### config.mk
export PLATFORM = sky130hd
export DESIGN_NAME = sincronizador_desrebote
export DESIGN_NICKNAME = d
export VERILOG_FILES = /design/src/rtl/sincronizador_desrebote.sv
export SDC_FILE = /design/constraint.sdc
export NUM_CORES = 1
export LEC_CHECK = 0
export CELL_PAD_IN_SITES_DETAIL_PLACEMENT = 0
export CELL_PAD_IN_SITES_GLOBAL_PLACEMENT = 1
export CORE_MARGIN = 3
export CORE_UTILIZATION = 42
export DETAILED_ROUTE_END_ITERATION = 16
export GPL_ROUTABILITY_DRIVEN = 0
export PLACE_DENSITY = 0.74
export RECOVER_POWER = 25
export SYNTH_ARGS = -nofsm -noshare
export SYNTH_HDL_FRONTEND = slang
export SYNTH_SLANG_ARGS = --single-unit
### constraint.sdc
create_clock -name clk -period 1.7 [get_ports clk]
set_input_delay 0.34 -clock clk [delete_from_list [all_inputs] [get_ports clk]]
set_output_delay 0.34 -clock clk [all_outputs]
set_load 0.005 [all_outputs]
### src/rtl/sincronizador_desrebote.sv
// Synchronizer plus counter-based debounce for raw front-panel pins; optional DEBOUNCE_INVERT_EN inverts the pin (active-low buttons).
// Latency: output follows a stable pin change after SYNC_STAGES+DEBOUNCE_CYCLES clk edges; no backpressure, level output only.
module sincronizador_desrebote #(
    parameter int SYNC_STAGES     = 2,
    parameter int DEBOUNCE_CYCLES = 1000000
) (
    input  logic clk,
    input  logic reset,
    input  logic entrada_asincronica,
    output logic entrada_sincronica_desrebotada,
    output logic ocupado
);

    localparam int CNT_W = $clog2(DEBOUNCE_CYCLES + 1);
    localparam logic [CNT_W-1:0] CNT_UNO    = CNT_W'(1);
    localparam logic [CNT_W-1:0] CNT_ULTIMO = CNT_W'(DEBOUNCE_CYCLES - 1);
    localparam bit               DIRECTO    = (DEBOUNCE_CYCLES == 1);

    typedef enum logic [1:0] {
        ESTABLE_BAJO     = 2'b00,
        CONFIRMANDO_ALTO = 2'b01,
        ESTABLE_ALTO     = 2'b10,
        CONFIRMANDO_BAJO = 2'b11
    } estado_t;

    if (SYNC_STAGES < 2) begin : g_chk_sync
        $error("SYNC_STAGES must be >= 2");
    end
    if (DEBOUNCE_CYCLES < 1) begin : g_chk_deb
        $error("DEBOUNCE_CYCLES must be >= 1");
    end

    logic                   entrada_pin;
    logic [SYNC_STAGES-1:0] sync_q;
    logic                   sinc;
    estado_t                estado_q;
    estado_t                estado_nxt;
    logic [CNT_W-1:0]       cnt_q;
    logic [CNT_W-1:0]       cnt_nxt;
    logic                   salida_q;
    logic                   salida_nxt;
    logic                   ocupado_q;
    logic                   ocupado_nxt;

`ifdef DEBOUNCE_INVERT_EN
    assign entrada_pin = ~entrada_asincronica;
`else
    assign entrada_pin = entrada_asincronica;
`endif

    assign sinc = sync_q[SYNC_STAGES-1];

    // Plain shift chain: any logic between stages would defeat metastability settling.
    always_ff @(posedge clk or posedge reset) begin
        if (reset) begin
            sync_q <= '0;
        end else begin
            sync_q <= {sync_q[SYNC_STAGES-2:0], entrada_pin};
        end
    end

    always_ff @(posedge clk or posedge reset) begin
        if (reset) begin
            estado_q  <= ESTABLE_BAJO;
            cnt_q     <= '0;
            salida_q  <= 1'b0;
            ocupado_q <= 1'b0;
        end else begin
            estado_q  <= estado_nxt;
            cnt_q     <= cnt_nxt;
            salida_q  <= salida_nxt;
            ocupado_q <= ocupado_nxt;
        end
    end

    // cnt_q counts edges already seen differing; the edge that completes the run flips the state.
    always_comb begin
        estado_nxt = estado_q;
        cnt_nxt    = cnt_q;
        case (estado_q)
            ESTABLE_BAJO: begin
                if (sinc) begin
                    if (DIRECTO) begin
                        estado_nxt = ESTABLE_ALTO;
                        cnt_nxt    = '0;
                    end else begin
                        estado_nxt = CONFIRMANDO_ALTO;
                        cnt_nxt    = CNT_UNO;
                    end
                end else begin
                    cnt_nxt = '0;
                end
            end
            CONFIRMANDO_ALTO: begin
                if (!sinc) begin
                    estado_nxt = ESTABLE_BAJO;
                    cnt_nxt    = '0;
                end else if (cnt_q == CNT_ULTIMO) begin
                    estado_nxt = ESTABLE_ALTO;
                    cnt_nxt    = '0;
                end else begin
                    cnt_nxt = cnt_q + CNT_UNO;
                end
            end
            ESTABLE_ALTO: begin
                if (!sinc) begin
                    if (DIRECTO) begin
                        estado_nxt = ESTABLE_BAJO;
                        cnt_nxt    = '0;
                    end else begin
                        estado_nxt = CONFIRMANDO_BAJO;
                        cnt_nxt    = CNT_UNO;
                    end
                end else begin
                    cnt_nxt = '0;
                end
            end
            CONFIRMANDO_BAJO: begin
                if (sinc) begin
                    estado_nxt = ESTABLE_ALTO;
                    cnt_nxt    = '0;
                end else if (cnt_q == CNT_ULTIMO) begin
                    estado_nxt = ESTABLE_BAJO;
                    cnt_nxt    = '0;
                end else begin
                    cnt_nxt = cnt_q + CNT_UNO;
                end
            end
            default: begin
                estado_nxt = ESTABLE_BAJO;
                cnt_nxt    = '0;
            end
        endcase
    end

    // Decoded from the next state so both outputs come straight off flops.
    always_comb begin
        salida_nxt  = 1'b0;
        ocupado_nxt = 1'b0;
        case (estado_nxt)
            ESTABLE_BAJO: begin
                salida_nxt  = 1'b0;
                ocupado_nxt = 1'b0;
            end
            CONFIRMANDO_ALTO: begin
                salida_nxt  = 1'b0;
                ocupado_nxt = 1'b1;
            end
            ESTABLE_ALTO: begin
                salida_nxt  = 1'b1;
                ocupado_nxt = 1'b0;
            end
            CONFIRMANDO_BAJO: begin
                salida_nxt  = 1'b1;
                ocupado_nxt = 1'b1;
            end
            default: begin
                salida_nxt  = 1'b0;
                ocupado_nxt = 1'b0;
            end
        endcase
    end

    assign entrada_sincronica_desrebotada = salida_q;
    assign ocupado                        = ocupado_q;

endmodule

-- Word-level counts from Yosys, hierarchy flattened
Index checks and enable logic that the tools add are counted.
- eq/ne operators: 7
- add/subtract/negate cells: 1
- $mul: 0
- divide/modulo/power cells: 0
- bitwise operators: 0
- multiplexer cells: 15
- reduce and logical (&&, ||, !) cells: 6
- shift-type cells: 0
- magnitude comparators: 0
- operators with widths (cell ; count):
    $pmux 20 s4 ; 1
    $mux 20 ; 3
    $add 20x1->20 const B ; 1
    $eq 20x20->1 const B ; 1
    $mux 2 ; 6
    $eq 2x2->1 const B ; 4
    $pmux 2 s4 ; 1
    $reduce_or 2->1 ; 4
    $eq 2x1->1 const B ; 2
    $logic_not 2->1 ; 2
    $pmux 1 s2 ; 2
    $mux 1 ; 2
- memories kept: 0
- bits of input ports: 3
- flip-flop bits (word level): 26
- word-level logic and storage cells: 34
- memory bits (read-only): 0
- memory bits (writable): 0
- latch bits: 0
- output and inout port bits: 2

-- Longest topological paths before layout
- depth after elaboration: 7
- gate-level depth with buffers: 7
- depth with buffers taken out: 5

-- Worst setup path before layout
No wires, ideal clock.
- kind: register to register
- start: register cnt_q[0]
- end: register cnt_q[6]
- data required time: 1581 ps
- cell stages (with the launch flop): 8
- arrival time: 1535 ps
- buffers on the path: 2
- setup slack: 47 ps
- clock period less this slack: 1653 ps
- cell sequence: dfrtp_1 ha_1 nand3_1 nor4_2 a211o_1 buf_4 buf_6 nor2_1
- word-level cells in the longest chain between the ends: 4
- elaborated cells on any way between the ends: 6
- classes of those cells: add/sub (1); eq/ne (1); mux (4)
- ends and longest elaborated chain (what ; line ; text):
    start: declaration ; 38 ; logic [CNT_W-1:0] cnt_q;
    start signal: assignment ; 70 ; cnt_q <= cnt_nxt;
    $add 20x1->20 or $eq 20x20->1 (tied branches) ; n/a ;
    $mux 20 (*) ; 98, 122 ;
    $mux 20, on equally long branches ; 119, 95 ;
    $pmux 20 s4 (*) ; 80 ; case (estado_q)
    named net cnt_nxt[6] ; 39 ; logic [CNT_W-1:0] cnt_nxt;
The timed path passes the listed nets; every way through them passes the cells marked *.

-- Worst setup path after layout
- start: register salida_q (netlist: entrada_sincronica_desrebotada)
- end: output entrada_sincronica_desrebotada
- RTL lines (what ; line ; text):
    start: declaration ; 40 ; logic salida_q;
    start signal: assignment ; 71 ; salida_q <= salida_nxt;
    end: declaration ; 10 ; output logic entrada_sincronica_desrebotada,
No word-level cell between the ends.

==> results.sh <==
export IMPL_synth_area_um2=1230
export IMPL_cts_tree="done"
export IMPL_placementRows=19
export IMPL_tns_ns=0
export IMPL_io_pins=5
export IMPL_clock_sinks=25
export IMPL_root_buffer="clkbuf_4"
export IMPL_wl_um=2400
export IMPL_crit_chain="clkdlybuf4s50_1"
export IMPL_skew_ns=0.00842
export IMPL_final_nets=138
export IMPL_ys_flop_type="dfrtp_1"
export IMPL_area_growth_pct=16.4
export IMPL_crit_type="reg -> out"
export IMPL_synth_nets=122
export IMPL_gr_usage_all_layers=0.151
export IMPL_ctsHoldBuffers=0
export IMPL_setup_viol=0
export IMPL_rsz0062_at_grt="no"
export IMPL_whs_ns=0.368
export IMPL_drt_vias_per_instance=5.44
export IMPL_grt_ovfl_total=0
export IMPL_grt_start_max_net_pins=26
export IMPL_numCtsBuffers=3
export IMPL_async_flop_share=1.00
export IMPL_crit_arrival_ns=1.27
export IMPL_antenna_cells=0
export IMPL_tightestPinTransition_ns=0.619
export IMPL_die_w_um=60.2
export IMPL_worstPathRequired_ns=1.36
export IMPL_htreeDepth=1
export IMPL_relSlewSlack=0.587
export IMPL_first_pass_iters=4
export IMPL_dp_hpwl_um=1660
export IMPL_power_mw=0.948
export IMPL_worst_hold_path_type="reg -> reg"
export IMPL_synth_seq_cells=25
export IMPL_crit_fanout=3
export IMPL_rrSetupSlack_ns=0.09
export IMPL_synth_warning_count=0
export IMPL_routedWlPerCell_um=14.6
export IMPL_dp_cells=157
export IMPL_hold_violations=0
export IMPL_syn_instance_count=118
export IMPL_multi_input_area_um2=587
export IMPL_synth_edf_count=0
export IMPL_grt_pass1_wl_um=4010
export IMPL_clkSlewWorstSetupHoldPaths_ns=0.15
export IMPL_path_buf_inv=1
export IMPL_cp_start_kind="register"
export IMPL_antenna_found_initial=0
export IMPL_fmax_mhz=620
export IMPL_ys_types=33
export IMPL_vias=892
export IMPL_register_area_um2=626
export IMPL_period_share=0.948
export IMPL_drc=0
export IMPL_cts_buffer_depth=2
export IMPL_yosysSeqAreaShare=0.507
export IMPL_antenna_left=0
export IMPL_initialDrtViolationCount=45
export IMPL_final_cells=164
export IMPL_die_area_um2=3630
export IMPL_avgSynthCellArea_um2=10.5
export IMPL_drive_gt1_frac=0.203
export IMPL_coreArea_um2=2780
export IMPL_post_route_min_period_ns=1.61
export IMPL_port_buffers=4
export IMPL_end_kind="primary output"
export IMPL_grt_pass1_vias=860
export IMPL_clock_latency_ns=0.33
export IMPL_drv_cap=0
export IMPL_die_h_um=60.2
export IMPL_crit_slowest_cell="clkdlybuf4s50_1"
export IMPL_start_util=0.444
export IMPL_max_stage_delay_ns=0.52
export IMPL_power_leakage_nw=0.617
export IMPL_status="complete, no violations"
export IMPL_p_per_area_nw_per_um2=660
export IMPL_fillCellCount=262
export IMPL_drv_slew=0
export IMPL_path_delay_family="buffers and inverters"
export IMPL_vdd_ir_drop_max_uv=549
-- synth_stat cells, types with 2 or more instances --
library cell / instances / area (µm²)
xnor2_1: 5 / 43.8
buf_6: 2 / 22.5
xor2_1: 7 / 61.3
nand4_1: 5 / 31.3
and3_1: 2 / 12.5
inv_1: 4 / 15.0
and4_1: 4 / 35.0
nand3_1: 6 / 30.0
or3_1: 5 / 31.3
a21oi_1: 6 / 30.0
nor2_1: 14 / 52.6
a31oi_1: 2 / 12.5
nand2_1: 7 / 26.3
dfrtp_1: 25 / 626
o31ai_1: 2 / 15.0
o21ai_0: 5 / 25.0
-- stage by stage --
stage	setup slack [ns]	area, µm²	util
3_5_place_dp	0.0130	1360	0.487
3_3_place_gp	0.0912	1360	0.487
6_report	0.0882	1440	0.517
4_1_cts	0.00196	1400	0.502
2_1_floorplan	0.0466	1230	-
5_1_grt	0.000628	1440	0.517
-- per-layer routing --
layer / vias to the layer above / share of wire / track usage
li1: 453 / - / -
met2: 8 / 0.49 / 0.235
met3: 4 / 0.030 / 0.0518
met1: 427 / 0.48 / 0.208
met5: - / 0 / 0
met4: 0 / 0.0071 / 0.0190
-- layout make-up --
cell class | instances | area share
flip-flops and latches | 25 | 0.435
clock inverters | 1 | 0.00609
repair buffers | 16 | 0.0975
inverters | 4 | 0.0104
clock buffers | 3 | 0.0157
well taps | 31 | 0.0270
multi-input cells | 84 | 0.408
-- logic make-up after synthesis --
family,share of synthesized area
simple gates,0.258
flops,0.507
compound gates,0.0871
xor+xnor,0.0851
buf+inv,0.0436
mux,0.00912
fa+ha+maj,0.0101
-- path summary, 6_finish.rpt --
kind | from | cells past startpoint | endpoint
setup / recovery | entrada_sincronica_desrebotada$_DFF_PP0_ | 1 | entrada_sincronica_desrebotada
hold / removal | sync_q[0]$_DFF_PP0_ | 0 | sync_q[1]$_DFF_PP0_
setup reg to reg | cnt_q[6]$_DFF_PP0_ | 4 | entrada_sincronica_desrebotada$_DFF_PP0_
hold reg to reg | sync_q[0]$_DFF_PP0_ | 0 | sync_q[1]$_DFF_PP0_
max in group asynchronous | reset | 3 | cnt_q[13]$_DFF_PP0_
min in group asynchronous | reset | 3 | estado_q[0]$_DFF_PP0_
-- state kept, by name, summed over array words and instances, names as in the netlist --
register	count
estado_q	1
entrada_sincronica_desrebotada	1
cnt_q	20
ocupado	1
sync_q	2
-- cells in the final DEF, fill, tap and decap left out, types with 2 or more instances in the layout --
cell	netlist	routed
nand4_1	5	5
o21ai_0	5	5
a31oi_1	2	2
xor2_1	7	7
o31ai_1	2	2
clkbuf_4	0	3
dlygate4sd3_1	0	2
nand3_1	6	5
buf_4	1	10
nor2_1	14	14
dfrtp_1	25	25
clkdlybuf4s50_1	0	2
or3_1	5	5
xnor2_1	5	5
and4_1	4	2
and4_4	0	2
nand2_1	7	7
inv_1	4	4
a21oi_1	6	6
-- timing repair --
| action | CTS | global route |
|---|---|---|
| endpoints found under the setup margin | 10 | 21 |
| pin swaps | 0 | 2 |
| buffers inserted | 0 | 3 |
| gates resized for setup | 1 | 9 |
-- where the power goes --
part	leakage (nW)	total (mW)	internal (mW)	switching [mW]
logic	0.261	0.0475	0.0196	0.0279
registers	0.338	0.608	0.603	0.00559
clock network	0.0183	0.293	0.0960	0.197
Note: power is estimated with default switching activity, not from simulation.
